$ cat src/rtl/hdlc_tx_framer.sv
// HDLC transmit framer: idle fill, 0x7E flags, zero insertion and abort pattern.
// Defining HDLC_TX_FCS_EN appends a CRC-16/X.25 FCS after the payload.
`timescale 1ns/1ps
module hdlc_tx_framer #(
    parameter int MAX_BYTES = 128,
    parameter int IDLE_MIN  = 8
) (
    input  logic       Clk,
    input  logic       Rst,
    input  logic       Tx_Enable,
    input  logic [7:0] Tx_Data,
    input  logic       Tx_DataValid,
    input  logic       Tx_Last,
    output logic       Tx_DataReady,
    input  logic       Tx_AbortReq,
    output logic       Tx,
    output logic       Tx_ValidFrame,
    output logic       Tx_AbortedTrans,
    output logic       Tx_Done,
    output logic [7:0] Tx_FrameSize,
    output logic       Tx_Busy
);
    localparam int IW = $clog2(IDLE_MIN + 1);
    localparam logic [IW-1:0] IDLE_SAT = IW'(IDLE_MIN);

`ifdef HDLC_TX_FCS_EN
    typedef enum logic [2:0] {IDLE, START, DATA, ENDF, ABORT, FCS} state_t;
    localparam state_t AFTER_DATA = FCS;
`else
    typedef enum logic [2:0] {IDLE, START, DATA, ENDF, ABORT} state_t;
    localparam state_t AFTER_DATA = ENDF;
`endif

    state_t        state, state_n;
    logic [2:0]    cnt, cnt_n;
    logic [7:0]    cur, cur_n;
    logic [4:0]    nidx, nidx_n;
    logic [2:0]    ones, ones_n;
    logic          last, last_n, over, over_n;
    logic [IW-1:0] idle_cnt, idle_n;
    logic          tx_n, valid_n, ready_n, abrt_n, done_n;
    logic [7:0]    size_n;
    logic          hs, underrun, stuff, data_end, oversize, bit_out;
    logic [7:0]    byte_src;
    logic [4:0]    idx_src;
`ifdef HDLC_TX_FCS_EN
    logic [15:0]   crc, crc_n;
`endif

    // nidx is the index of the next data bit to send; 8 means the byte is exhausted
    assign hs       = Tx_DataReady && Tx_DataValid;
    assign underrun = Tx_DataReady && !Tx_DataValid;
    assign stuff    = (ones == 3'd5);
    assign data_end = last && (nidx == 5'd8) && !stuff;
    assign oversize = hs && !Tx_Last && (({1'b0, Tx_FrameSize} + 9'd1) == 9'(MAX_BYTES));
    assign byte_src = hs ? Tx_Data : cur;
    assign idx_src  = hs ? 5'd0 : nidx;
    assign bit_out  = byte_src[idx_src[2:0]];

    always_ff @(posedge Clk or posedge Rst) begin
        if (Rst) begin
            state           <= IDLE;
            cnt             <= '0;
            cur             <= '0;
            nidx            <= '0;
            ones            <= '0;
            last            <= 1'b0;
            over            <= 1'b0;
            idle_cnt        <= IDLE_SAT;
            Tx              <= 1'b1;
            Tx_DataReady    <= 1'b0;
            Tx_ValidFrame   <= 1'b0;
            Tx_AbortedTrans <= 1'b0;
            Tx_Done         <= 1'b0;
            Tx_FrameSize    <= '0;
            Tx_Busy         <= 1'b0;
`ifdef HDLC_TX_FCS_EN
            crc             <= 16'hFFFF;
`endif
        end else begin
            state           <= state_n;
            cnt             <= cnt_n;
            cur             <= cur_n;
            nidx            <= nidx_n;
            ones            <= ones_n;
            last            <= last_n;
            over            <= over_n;
            idle_cnt        <= idle_n;
            Tx              <= tx_n;
            Tx_DataReady    <= ready_n;
            Tx_ValidFrame   <= valid_n;
            Tx_AbortedTrans <= abrt_n;
            Tx_Done         <= done_n;
            Tx_FrameSize    <= size_n;
            Tx_Busy         <= (state_n != IDLE);
`ifdef HDLC_TX_FCS_EN
            crc             <= crc_n;
`endif
        end
    end

    always_comb begin
        state_n = state;
        case (state)
            IDLE: begin
                if (Tx_Enable && Tx_DataValid && idle_cnt == IDLE_SAT) state_n = START;
            end
            START: begin
                if (Tx_AbortReq) state_n = ABORT;
                else if (cnt == 3'd7) state_n = hs ? DATA : ABORT;
            end
            DATA: begin
                if (Tx_AbortReq || underrun) state_n = ABORT;
                else if (data_end) state_n = over ? ABORT : AFTER_DATA;
            end
`ifdef HDLC_TX_FCS_EN
            FCS: begin
                if (Tx_AbortReq) state_n = ABORT;
                else if (nidx == 5'd16 && !stuff) state_n = ENDF;
            end
`endif
            ENDF, ABORT: begin
                if (cnt == 3'd7) state_n = IDLE;
            end
            default: state_n = IDLE;
        endcase
    end

    // Computes the bit and flags that go on the line in the next cycle
    always_comb begin
        cnt_n   = cnt + 3'd1;
        cur_n   = cur;
        nidx_n  = nidx;
        ones_n  = ones;
        last_n  = last;
        over_n  = over;
        idle_n  = idle_cnt;
        size_n  = Tx_FrameSize;
        tx_n    = 1'b1;
        valid_n = 1'b0;
        ready_n = 1'b0;
        abrt_n  = 1'b0;
        done_n  = 1'b0;
`ifdef HDLC_TX_FCS_EN
        crc_n   = crc;
`endif
        case (state_n)
            IDLE: begin
                cnt_n = '0;
                if (state != IDLE) idle_n = '0;
                else if (idle_cnt != IDLE_SAT) idle_n = idle_cnt + 1'b1;
            end
            START: begin
                valid_n = 1'b1;
                if (state == IDLE) begin
                    cnt_n  = '0;
                    size_n = '0;
                    nidx_n = 5'd8;
                    ones_n = '0;
                    last_n = 1'b0;
                    over_n = 1'b0;
`ifdef HDLC_TX_FCS_EN
                    crc_n  = 16'hFFFF;
`endif
                end
                tx_n    = (cnt_n != 3'd0) && (cnt_n != 3'd7);
                ready_n = (cnt_n == 3'd7);
            end
            DATA: begin
                valid_n = 1'b1;
                if (hs) begin
                    cur_n  = Tx_Data;
                    size_n = Tx_FrameSize + 8'd1;
                    last_n = Tx_Last || oversize;
                    over_n = oversize;
                end
                if (stuff) begin
                    tx_n   = 1'b0;
                    ones_n = '0;
                    nidx_n = idx_src;
                end else begin
                    tx_n    = bit_out;
                    ones_n  = bit_out ? ones + 3'd1 : 3'd0;
                    nidx_n  = idx_src + 5'd1;
                    ready_n = (idx_src == 5'd7) && !last_n;
`ifdef HDLC_TX_FCS_EN
                    crc_n   = {1'b0, crc[15:1]} ^ ((crc[0] ^ bit_out) ? 16'h8408 : 16'h0000);
`endif
                end
            end
`ifdef HDLC_TX_FCS_EN
            FCS: begin
                valid_n = 1'b1;
                if (state == FCS && stuff) begin
                    tx_n   = 1'b0;
                    ones_n = '0;
                end else begin
                    tx_n   = ~crc[0];
                    ones_n = ~crc[0] ? ones + 3'd1 : 3'd0;
                    crc_n  = {1'b0, crc[15:1]};
                    nidx_n = ((state == FCS) ? nidx : 5'd0) + 5'd1;
                end
            end
`endif
            ENDF: begin
                if (state != ENDF) cnt_n = '0;
                tx_n   = (cnt_n != 3'd0) && (cnt_n != 3'd7);
                done_n = (cnt_n == 3'd7);
            end
            ABORT: begin
                if (state != ABORT) cnt_n = '0;
                abrt_n = (state != ABORT);
                tx_n   = (cnt_n != 3'd0);
            end
            default: ;
        endcase
    end
endmodule

$ cat config.mk
export PLATFORM = sky130hd
export DESIGN_NAME = hdlc_tx_framer
export DESIGN_NICKNAME = d
export VERILOG_FILES = /design/src/rtl/hdlc_tx_framer.sv
export SDC_FILE = /design/constraint.sdc
export NUM_CORES = 1
export LEC_CHECK = 0
export ABC_AREA = 1
export CAP_MARGIN = 30
export CORE_MARGIN = 10
export CORE_UTILIZATION = 35
export DETAILED_ROUTE_END_ITERATION = 10
export HOLD_SLACK_MARGIN = 0.06
export PLACE_DENSITY = 0.5
export SETUP_SLACK_MARGIN = 0.2
export SLEW_MARGIN = 20
export SYNTH_ARGS = -nofsm -noshare
export SYNTH_HDL_FRONTEND = slang
export SYNTH_SLANG_ARGS = --single-unit
export TNS_END_PERCENT = 10
$ cat constraint.sdc
create_clock -name Clk -period 2.15 [get_ports Clk]
set_input_delay 0.43 -clock Clk [delete_from_list [all_inputs] [get_ports Clk]]
set_output_delay 0.43 -clock Clk [all_outputs]
set_load 0.005 [all_outputs]
# Word level (Yosys, flattened, before mapping)
# Cells that the tools add are included.
[op_classes] reduce_logical=31 add_sub_neg=6 magnitude_cmp=1 eq_ne=23 muxes=45
[op_table] cell="$mux 3" n=17
[op_table] cell="$mux 8" n=3
[op_table] cell="$pmux 3 s4" n=2
[op_table] cell="$eq 3x3->1 const B" n=6
[op_table] cell="$pmux 8 s2" n=1
[op_table] cell="$mux 5" n=3
[op_table] cell="$reduce_bool 3->1" n=5
[op_table] cell="$eq 3x2->1 const B" n=4
[op_table] cell="$logic_and 1x1->1" n=11
[op_table] cell="$mux 1" n=10
[op_table] cell="$pmux 5 s2" n=1
[op_table] cell="$add 8x1->9 const B" n=1
[op_table] cell="$eq 9x8->1 const B" n=1
[op_table] cell="$ne 3x3->1 const B" n=3
[op_table] cell="$add 8x1->8 const B" n=1
[op_table] cell="$mux 4" n=2
[op_table] cell="$add 3x1->3 const B" n=2
[op_table] cell="$eq 3x1->1 const B" n=2
[op_table] cell="$logic_not 3->1" n=2
[op_table] cell="$pmux 1 s2" n=3
[op_table] cell="$pmux 3 s2" n=1
[op_table] cell="$add 5x1->5 const B" n=1
[op_table] cell="$eq 5x3->1 const B" n=1
[op_table] cell="$eq 5x4->1 const B" n=1
[op_table] cell="14 further kinds" n=22
[totals] elab_cells=121 register_bits=42 out_inout_bits=14 input_bits=14

# Logic depth before layout (Yosys ltp)
# Gate-level depths: netlist (run 1).
[logic_depth] word_depth=12 depth_mapped=16 ltp_nobuf=15

# Worst setup path before layout (run 1)
# No wires, ideal clock.
[synth_timing] path_kind="register to register" start="reg ones[0]" end="reg Tx_FrameSize[2]" arrival_time_ns=1.733 path_slack_ns=0.352 setup_time_ns=0.065 stages_incl_launch_ff=16 period_less_slack_ns=1.798 required_ns=2.085 n_path_buf=1 cell_sequence="dfrtp_1 ha_1 nand2_1 inv_2 nor2_2 nand2_1 nand2_1 nand2_1 nand2_1 nand2_4 nor2_8 nand2_4 inv_2 buf_6 nand2_1 nand2_1"
[synth_between] elab_chain_cells=9 word_cells_on_any_way=13 classes_between="eq/ne (5); mux (4); reduce/logical (4)"
[synth_lines] item="from (decl)" line="38" source="logic [2:0] ones, ones_n;"
[synth_lines] item="from (signal assigned)" line="85" source="ones <= ones_n;"
[synth_lines] item="$eq 3x3->1 (*)" line="53" source="assign stuff = (ones == 3'd5);"
[synth_lines] item="$logic_not 1->1 (*)" line="54" source="assign data_end = last && (nidx == 5'd8) && !stuff;"
[synth_lines] item="$logic_and 1x1->1 (*)" line="54"
[synth_lines] item="$mux 3 (*)" line="114" source="else if (data_end) state_n = over ? ABORT : AFTER_DATA;"
[synth_lines] item="$mux 3 (*)" line="113" source="if (Tx_AbortReq || underrun) state_n = ABORT;"
[synth_lines] item="$pmux 3 s4 (*)" line="104" source="case (state)"
[synth_lines] item="named net state_n[0]" line="34" source="state_t state, state_n;"
[synth_lines] item="$eq 3x1->1 / $eq 3x2->1 (equally long branches)" line="147" source="case (state_n)"
[synth_lines] item="$ne 2x2->1 (no line) / $reduce_bool 2->1 (equally long branches)"
[synth_lines] item="$reduce_and 3->1 (no line)"
[synth_lines] item="to (signal assigned)" line="94" source="Tx_FrameSize <= size_n;"
[synth_lines] item="to (decl)" line="20" source="output logic [7:0] Tx_FrameSize,"
# Mark *: on every way through the listed nets, which the timed path passes. The rest lies on a longest branch.
# A chain may end at the register's enable or synchronous reset.

# Worst setup path in the final report (run 1)
[layout_timing] start="reg ones[0]" end="reg Tx"
[layout_between] elab_chain_cells=8 word_cells_on_any_way=12 classes_between="eq/ne (5); mux (5); reduce/logical (2)"
[layout_lines] item="$eq 3x3->1 (*)" line="53"
[layout_lines] item="$logic_not 1->1 (*)" line="54"
[layout_lines] item="$logic_and 1x1->1 (*)" line="54"
[layout_lines] item="$mux 3 (*)" line="114"
[layout_lines] item="$mux 3 (*)" line="113"
[layout_lines] item="$pmux 3 s4 (*)" line="104"
[layout_lines] item="named net state_n[0]" line="34"
[layout_lines] item="$eq 3x3->1, or another cell as far along" line="147"
[layout_lines] item="$pmux 1 s4 (*)" line="147"
[layout_lines] item="named net tx_n" line="41" source="logic tx_n, valid_n, ready_n, abrt_n, done_n;"
[layout_lines] item="to (signal assigned)" line="89" source="Tx <= tx_n;"
[layout_lines] item="to (decl)" line="16" source="output logic Tx,"
# Marks and branches as above.

==> impl_metrics.tcl, run 1 <==
set metrics [dict create \
    cts_tree "built" \
    cts_root_buf "clkbuf_8" \
    setup_ws_ps 264.7 \
    power.leakage_uw 0.001777 \
    wl_met3_um 220 \
    highest_layer "met4" \
    seq_area_frac_synth 0.4056 \
    cts.sinks 42 \
    fmax_mhz 530.4 \
    slew_violations 0 \
    synthCells 358 \
    grt_pass1_vias 2342 \
    area_delta_synth_final_pct 28.37 \
    antenna_cells 0 \
    overflow 0 \
    coreArea_um2 7253 \
    ioPinCount 28 \
    die_width_um 106.1 \
    via_per_inst 4.648 \
    grt_max_degree 28 \
    critPathMaxFanout 6 \
    postRouteAntennaNets 0 \
    routabilityCongestion 0.8760 \
    fin_area_um2 3334 \
    layout.nets 441 \
    finalHoldViolCount 0 \
    ys.warnings.count 0 \
    place_area_um2 3159 \
    crit_arrival_ps 2110 \
    clockBufferDepth 2 \
    syn-mean-instance-area_um2 7.256 \
    die_area_um2 11270 \
    antenna_found_initial 0 \
    yosysUniqueCellTypes 32 \
    dp.cells 505 \
    num_vias 2403 \
    drt_pass1_iterations 4 \
    hp-class "primary input to asynchronous set/reset pin" \
    die_h_um 106.1 \
    initial_core_util 0.3581 \
    tns_ps 0 \
    startpoint "ones[0]$_DFFE_PP0P_" \
    netlist_area_um2 2597 \
    period_minus_slack_ps 1885 \
    portBuffers 27 \
    cp-start-kind "flop" \
    clock_latency_ps 290 \
    crit_required_ps 2380 \
    fin_worst_skew_ps 8.039 \
    wl_met2_mm 3.276 \
    dp_slack_ps -184.8 \
    row_count 31 \
    drc 0 \
    ys_seq_elements 42 \
    path_clk_slew_ps 80 \
    wire_per_inst_um 12.60 \
    slew_headroom 0.5482 \
    met1_length_mm 2.954 \
    grt_pass1_wl_mm 11.06 \
    syn_nets 381 \
    maxCapViolCount 0 \
    crit_path_end_kind "flop" \
    final_cells 517 \
    setup-violations-final 0 \
    rr_startpoint "ones[0]$_DFFE_PP0P_" \
    numCtsBuffers 5 \
    grt_use_total 0.1199 \
    ir_worst_vdd_mv 0.2698 \
    cts_max_level 2 \
    path_class "flop to flop" \
    drt_wl_total_mm 6.516 \
    min_period_over_period 0.8769 \
    grt_setup_unrepaired "true" \
    layout-drive-gt1-share 0.1818 \
    run_status "finished clean" \
    dp_hpwl_mm 5.011 \
    drtIter0Drc 116 \
    power_density_nw_per_um2 744.7 \
    tightest_slew_ps 673.6 \
]
## cells in the final DEF (no fill, tap or decap), types with 3 or more instances in the layout
master / instances
nand2_2: 7
inv_1: 40
nand4_1: 11
a21oi_1: 3
ha_1: 8
nand2_4: 4
nor2_2: 8
buf_4: 28
nor2_1: 29
or2_2: 3
nand3_1: 26
clkbuf_8: 5
o21ai_0: 12
xor2_1: 6
dfrtp_1: 40
inv_2: 6
nor3_1: 3
clkdlybuf4s50_1: 26
nand2_1: 121
## timing repair
action | in CTS | in global routing
pin swaps | 0 | 2
gates cloned | 0 | 0
gates resized for setup | 8 | 12
hold buffers | 0 | 0
setup buffers | 1 | 4
setup endpoints to repair | 33 | 36
## routing by layer
layer,global-route usage,vias up
met1,0.1401,1097
met4,0.04159,0
met2,0.2142,46
li1,-,1254
met3,0.02234,6
met5,0,-
## layout make-up
| cell class | instances | area [um2] |
|---|---|---|
| inverter | 49 | 188.9 |
| tap | 99 | 123.9 |
| multi-input combinational | 263 | 1378 |
| clock buffer | 7 | 76.32 |
| fill | 761 | 3919 |
| sequential | 42 | 1054 |
| timing repair buffer | 57 | 514.2 |
## worst max-delay path: stages, from the launching register on
cell     delay, ps
dfrtp_1        390
ha_1           210
nand2_2        100
inv_4           60
nor2_4         120
nand2_2         90
nand2_1         70
nand2_1         70
nand2_2        120
nand2_4         90
buf_4          140
nand3_1         70
nand2_1         50
nor2_1         170
nand2_1         70
## cell families after synthesis
kind of cell / count (synthesis) / share of synthesized area
compound gates: 24 / 0.05299
xor+xnor: 7 / 0.02360
fa+ha+maj: 9 / 0.04335
buf+inv: 53 / 0.08333
flops: 42 / 0.4056
simple gates: 223 / 0.3911
## report_power, final
group          internal, uW  switching [uW]
registers               929             101
clock network           224             266
logic                   426             537
## flip-flops by register name, summed over array words and instances, names as in the netlist, 3 cells and up
register / count
Tx_FrameSize: 8
cur: 8
nidx: 5
idle_cnt: 4
cnt: 3
ones: 3
state: 3
## stage by stage
step                hold slack, ps  power [uW]    util
floorplan                    441.4        1615       -
global placement             470.6        1986  0.4356
detailed placement           473.7        1988  0.4356
CTS                          475.3        2504  0.4504
global route                 489.4        2684  0.4597
finish                       452.0        2483  0.4597
## cells in the mapped netlist
| library cell | number | area share |
|---|---|---|
| nor2_1 | 32 | 0.046 |
| a221oi_1 | 1 | 0.0034 |
| nand3_2 | 2 | 0.0077 |
| a31oi_1 | 2 | 0.0048 |
| buf_6 | 2 | 0.0087 |
| o31ai_1 | 1 | 0.0029 |
| nand2_1 | 126 | 0.18 |
| dfstp_2 | 2 | 0.020 |
| or2_2 | 3 | 0.0072 |
| nand3b_1 | 2 | 0.0058 |
| a21oi_1 | 3 | 0.0058 |
| nor2_8 | 1 | 0.0077 |
| nor4_1 | 1 | 0.0024 |
| o22ai_1 | 1 | 0.0024 |
| nor2_4 | 1 | 0.0043 |
| dfrtp_1 | 40 | 0.39 |
| nor2_2 | 6 | 0.014 |
| nand4_1 | 11 | 0.026 |
| a21boi_0 | 1 | 0.0029 |
| nand3_4 | 1 | 0.0067 |
| o21ai_0 | 13 | 0.025 |
| inv_1 | 42 | 0.061 |
| xor2_1 | 6 | 0.020 |
| ha_1 | 9 | 0.043 |
| xnor2_1 | 1 | 0.0034 |
| nand2_4 | 3 | 0.013 |
| inv_2 | 7 | 0.010 |
| buf_2 | 2 | 0.0039 |
| nand2_2 | 3 | 0.0072 |
| nor3_1 | 4 | 0.0077 |
| o211ai_1 | 2 | 0.0058 |
| nand3_1 | 27 | 0.052 |
## path summary, 6_finish.rpt
| check | to | depth (start not counted) | slack [ps] |
|---|---|---|---|
| max in group asynchronous | nidx[2]$_DFFE_PP0P_ | 3 | 1180 |
| max reg2reg | Tx$_DFF_PP1_ | 14 | 260 |
| min | cnt[1]$_DFF_PP0_ | 2 | 450 |
| max | Tx$_DFF_PP1_ | 14 | 260 |
| min reg2reg | cur[1]$_DFFE_PP0P_ | 2 | 490 |
| min in group Clk | cur[1]$_DFFE_PP0P_ | 2 | 490 |
Note: power is estimated with default switching activity, not from simulation.
==> run 2, diff against run 1 <==
Settings changed: CORE_UTILIZATION 35 to 40, PLACE_DENSITY 0.5 to unset, SLEW_MARGIN 20 to unset.
==> impl_metrics.tcl, run 2 (synthesis results as in run 1) <==
set metrics [dict create \
    run_status "finished clean" \
    grt_pass1_wl_mm 10.78 \
    ioPinCount 28 \
    top_regs "Tx_FrameSize: 8 flops, cur: 8 flops, nidx: 5 flops" \
    drt_pass1_iterations 5 \
    power_density_nw_per_um2 755.6 \
    cts_tree "built" \
    cts_max_level 2 \
    hp-class "flop to flop" \
    nFillCells 634 \
    final_common_cell "nand2_1" \
    slew_violations 0 \
    min_period_over_period 0.8506 \
    drt_wl_total_mm 6.146 \
    dp_slack_ps -142.7 \
    clockBufferDepth 2 \
    crit_path_end_kind "flop" \
    fin_worst_skew_ps 5.630 \
    area_delta_synth_final_pct 26.01 \
    numCtsBuffers 5 \
    slew_headroom 0.6407 \
    routabilityCongestion 0.8952 \
    p_int_uw 1573 \
    path_clk_slew_ps 80 \
    grt_max_degree 43 \
    power_frac_clock 0.193 \
    grtUsageMet3 0.03498 \
    dp_hpwl_mm 4.709 \
    drtIter0Drc 50 \
    num_vias 2382 \
    grt_pass1_vias 2352 \
    p_seq_frac 0.415 \
    grt_setup_unrepaired "true" \
    antenna_cells 0 \
    die_width_um 100.6 \
    crit_arrival_ps 2060 \
    clock_latency_ps 290 \
    comb_power_share 0.392 \
    setup-violations-final 0 \
    maxCapViolCount 0 \
    initial_core_util 0.4114 \
    row_count 29 \
    cp-start-kind "flop" \
    postRouteAntennaNets 0 \
    finalHoldViolCount 0 \
    grt_use_total 0.1298 \
    tns_ps 0 \
    power.leakage_uw 0.001774 \
    antenna_found_initial 0 \
    wire_per_inst_um 12.59 \
    tightest_slew_ps 538.9 \
    final-seq-area_um2 1055 \
    switching_power_uw 900.8 \
    die_area_um2 10120 \
    fmax_mhz 546.8 \
    coreArea_um2 6314 \
    die_h_um 100.6 \
    cts_root_buf "clkbuf_8" \
    multi_input_area_um2 1403 \
    path_class "flop to flop" \
    use_met2 0.2236 \
    portBuffers 27 \
    grtUsageMet1 0.1520 \
    grt_busiest_layer "met2" \
    critPathMaxFanout 6 \
    layout-drive-gt1-share 0.1873 \
    overflow 0 \
    ir_worst_vdd_mv 0.4489 \
    via_per_inst 4.881 \
    swShare 0.3642 \
    cts.sinks 42 \
    setup_ws_ps 321.1 \
    crit_required_ps 2380 \
    layout_common_cells "119 x nand2_1, 40 x inv_1, 39 x dfrtp_1" \
    r2r_slack_ps 320 \
    layout.nets 434 \
    period_minus_slack_ps 1829 \
    drc 0 \
]
## run 2: metrics by stage
step           cell area (um2)  cells  total power, uW    util  hold slack, ps
6_report                  3273    488             2473  0.5184           483.3
5_1_grt                   3273    488             2690  0.5184           501.0
4_1_cts                   3192    486             2469  0.5055           486.7
3_5_place_dp              3089    479             1966  0.4893           468.1
3_3_place_gp              3089    479             1961  0.4893           469.8
2_1_floorplan             2597    358             1615       -           441.4
## run 2: area by class of cell
type                    count  area share
repair buffers             50      0.1372
inverters                  49     0.05925
flip-flops and latches     42      0.3222
multi-input cells         263      0.4285
clock buffers               7     0.02332
well taps                  77     0.02943
## run 2: critical path: stages, from the launching register on
cell     delay [ps]
dfrtp_1         420
ha_2            210
nand2_4          90
inv_4            60
nor2_4          100
nand2_2          90
nand2_2          70
nand2_2          70
nand2_4          90
nand2_4          70
buf_4           140
nand3_1          70
nand2_1          60
nor2_2          150
nand2_1          60
## run 2: path summary, 6_finish.rpt
check / from / endpoint / cells past startpoint
min in group asynchronous: Rst / cnt[0]$_DFF_PP0_ / 3
max in group asynchronous: Rst / idle_cnt[0]$_DFFE_PP0P_ / 3
setup / recovery: ones[0]$_DFFE_PP0P_ / Tx$_DFF_PP1_ / 14
hold reg to reg: cur[0]$_DFFE_PP0P_ / cur[0]$_DFFE_PP0P_ / 2
hold / removal: cur[0]$_DFFE_PP0P_ / cur[0]$_DFFE_PP0P_ / 2
setup reg to reg: ones[0]$_DFFE_PP0P_ / Tx$_DFF_PP1_ / 14
## run 2: what timing repair did
item | in CTS | in global routing
endpoints found under the setup margin | 30 | 37
setup buffers | 0 | 2
hold buffers | 0 | 0
resized for setup | 9 | 22
pin swaps | 0 | 5
cloned | 0 | 0
## run 2: power by group through the flow
stage / logic, uW / registers [uW] / clock network, uW
global route: 1110 / 1050 / 529
floorplan: 590 / 1030 / 0
CTS: 940 / 1030 / 500
global placement: 918 / 1040 / 0
finish: 969 / 1030 / 478
detailed placement: 922 / 1040 / 0
## run 2: layer usage
| layer | up-vias | routed length [um] |
|---|---|---|
| li1 | 1239 | - |
| met1 | 1089 | 2781 |
| met5 | - | 0 |
| met2 | 46 | 3042 |
| met3 | 8 | 235 |
| met4 | 0 | 87 |
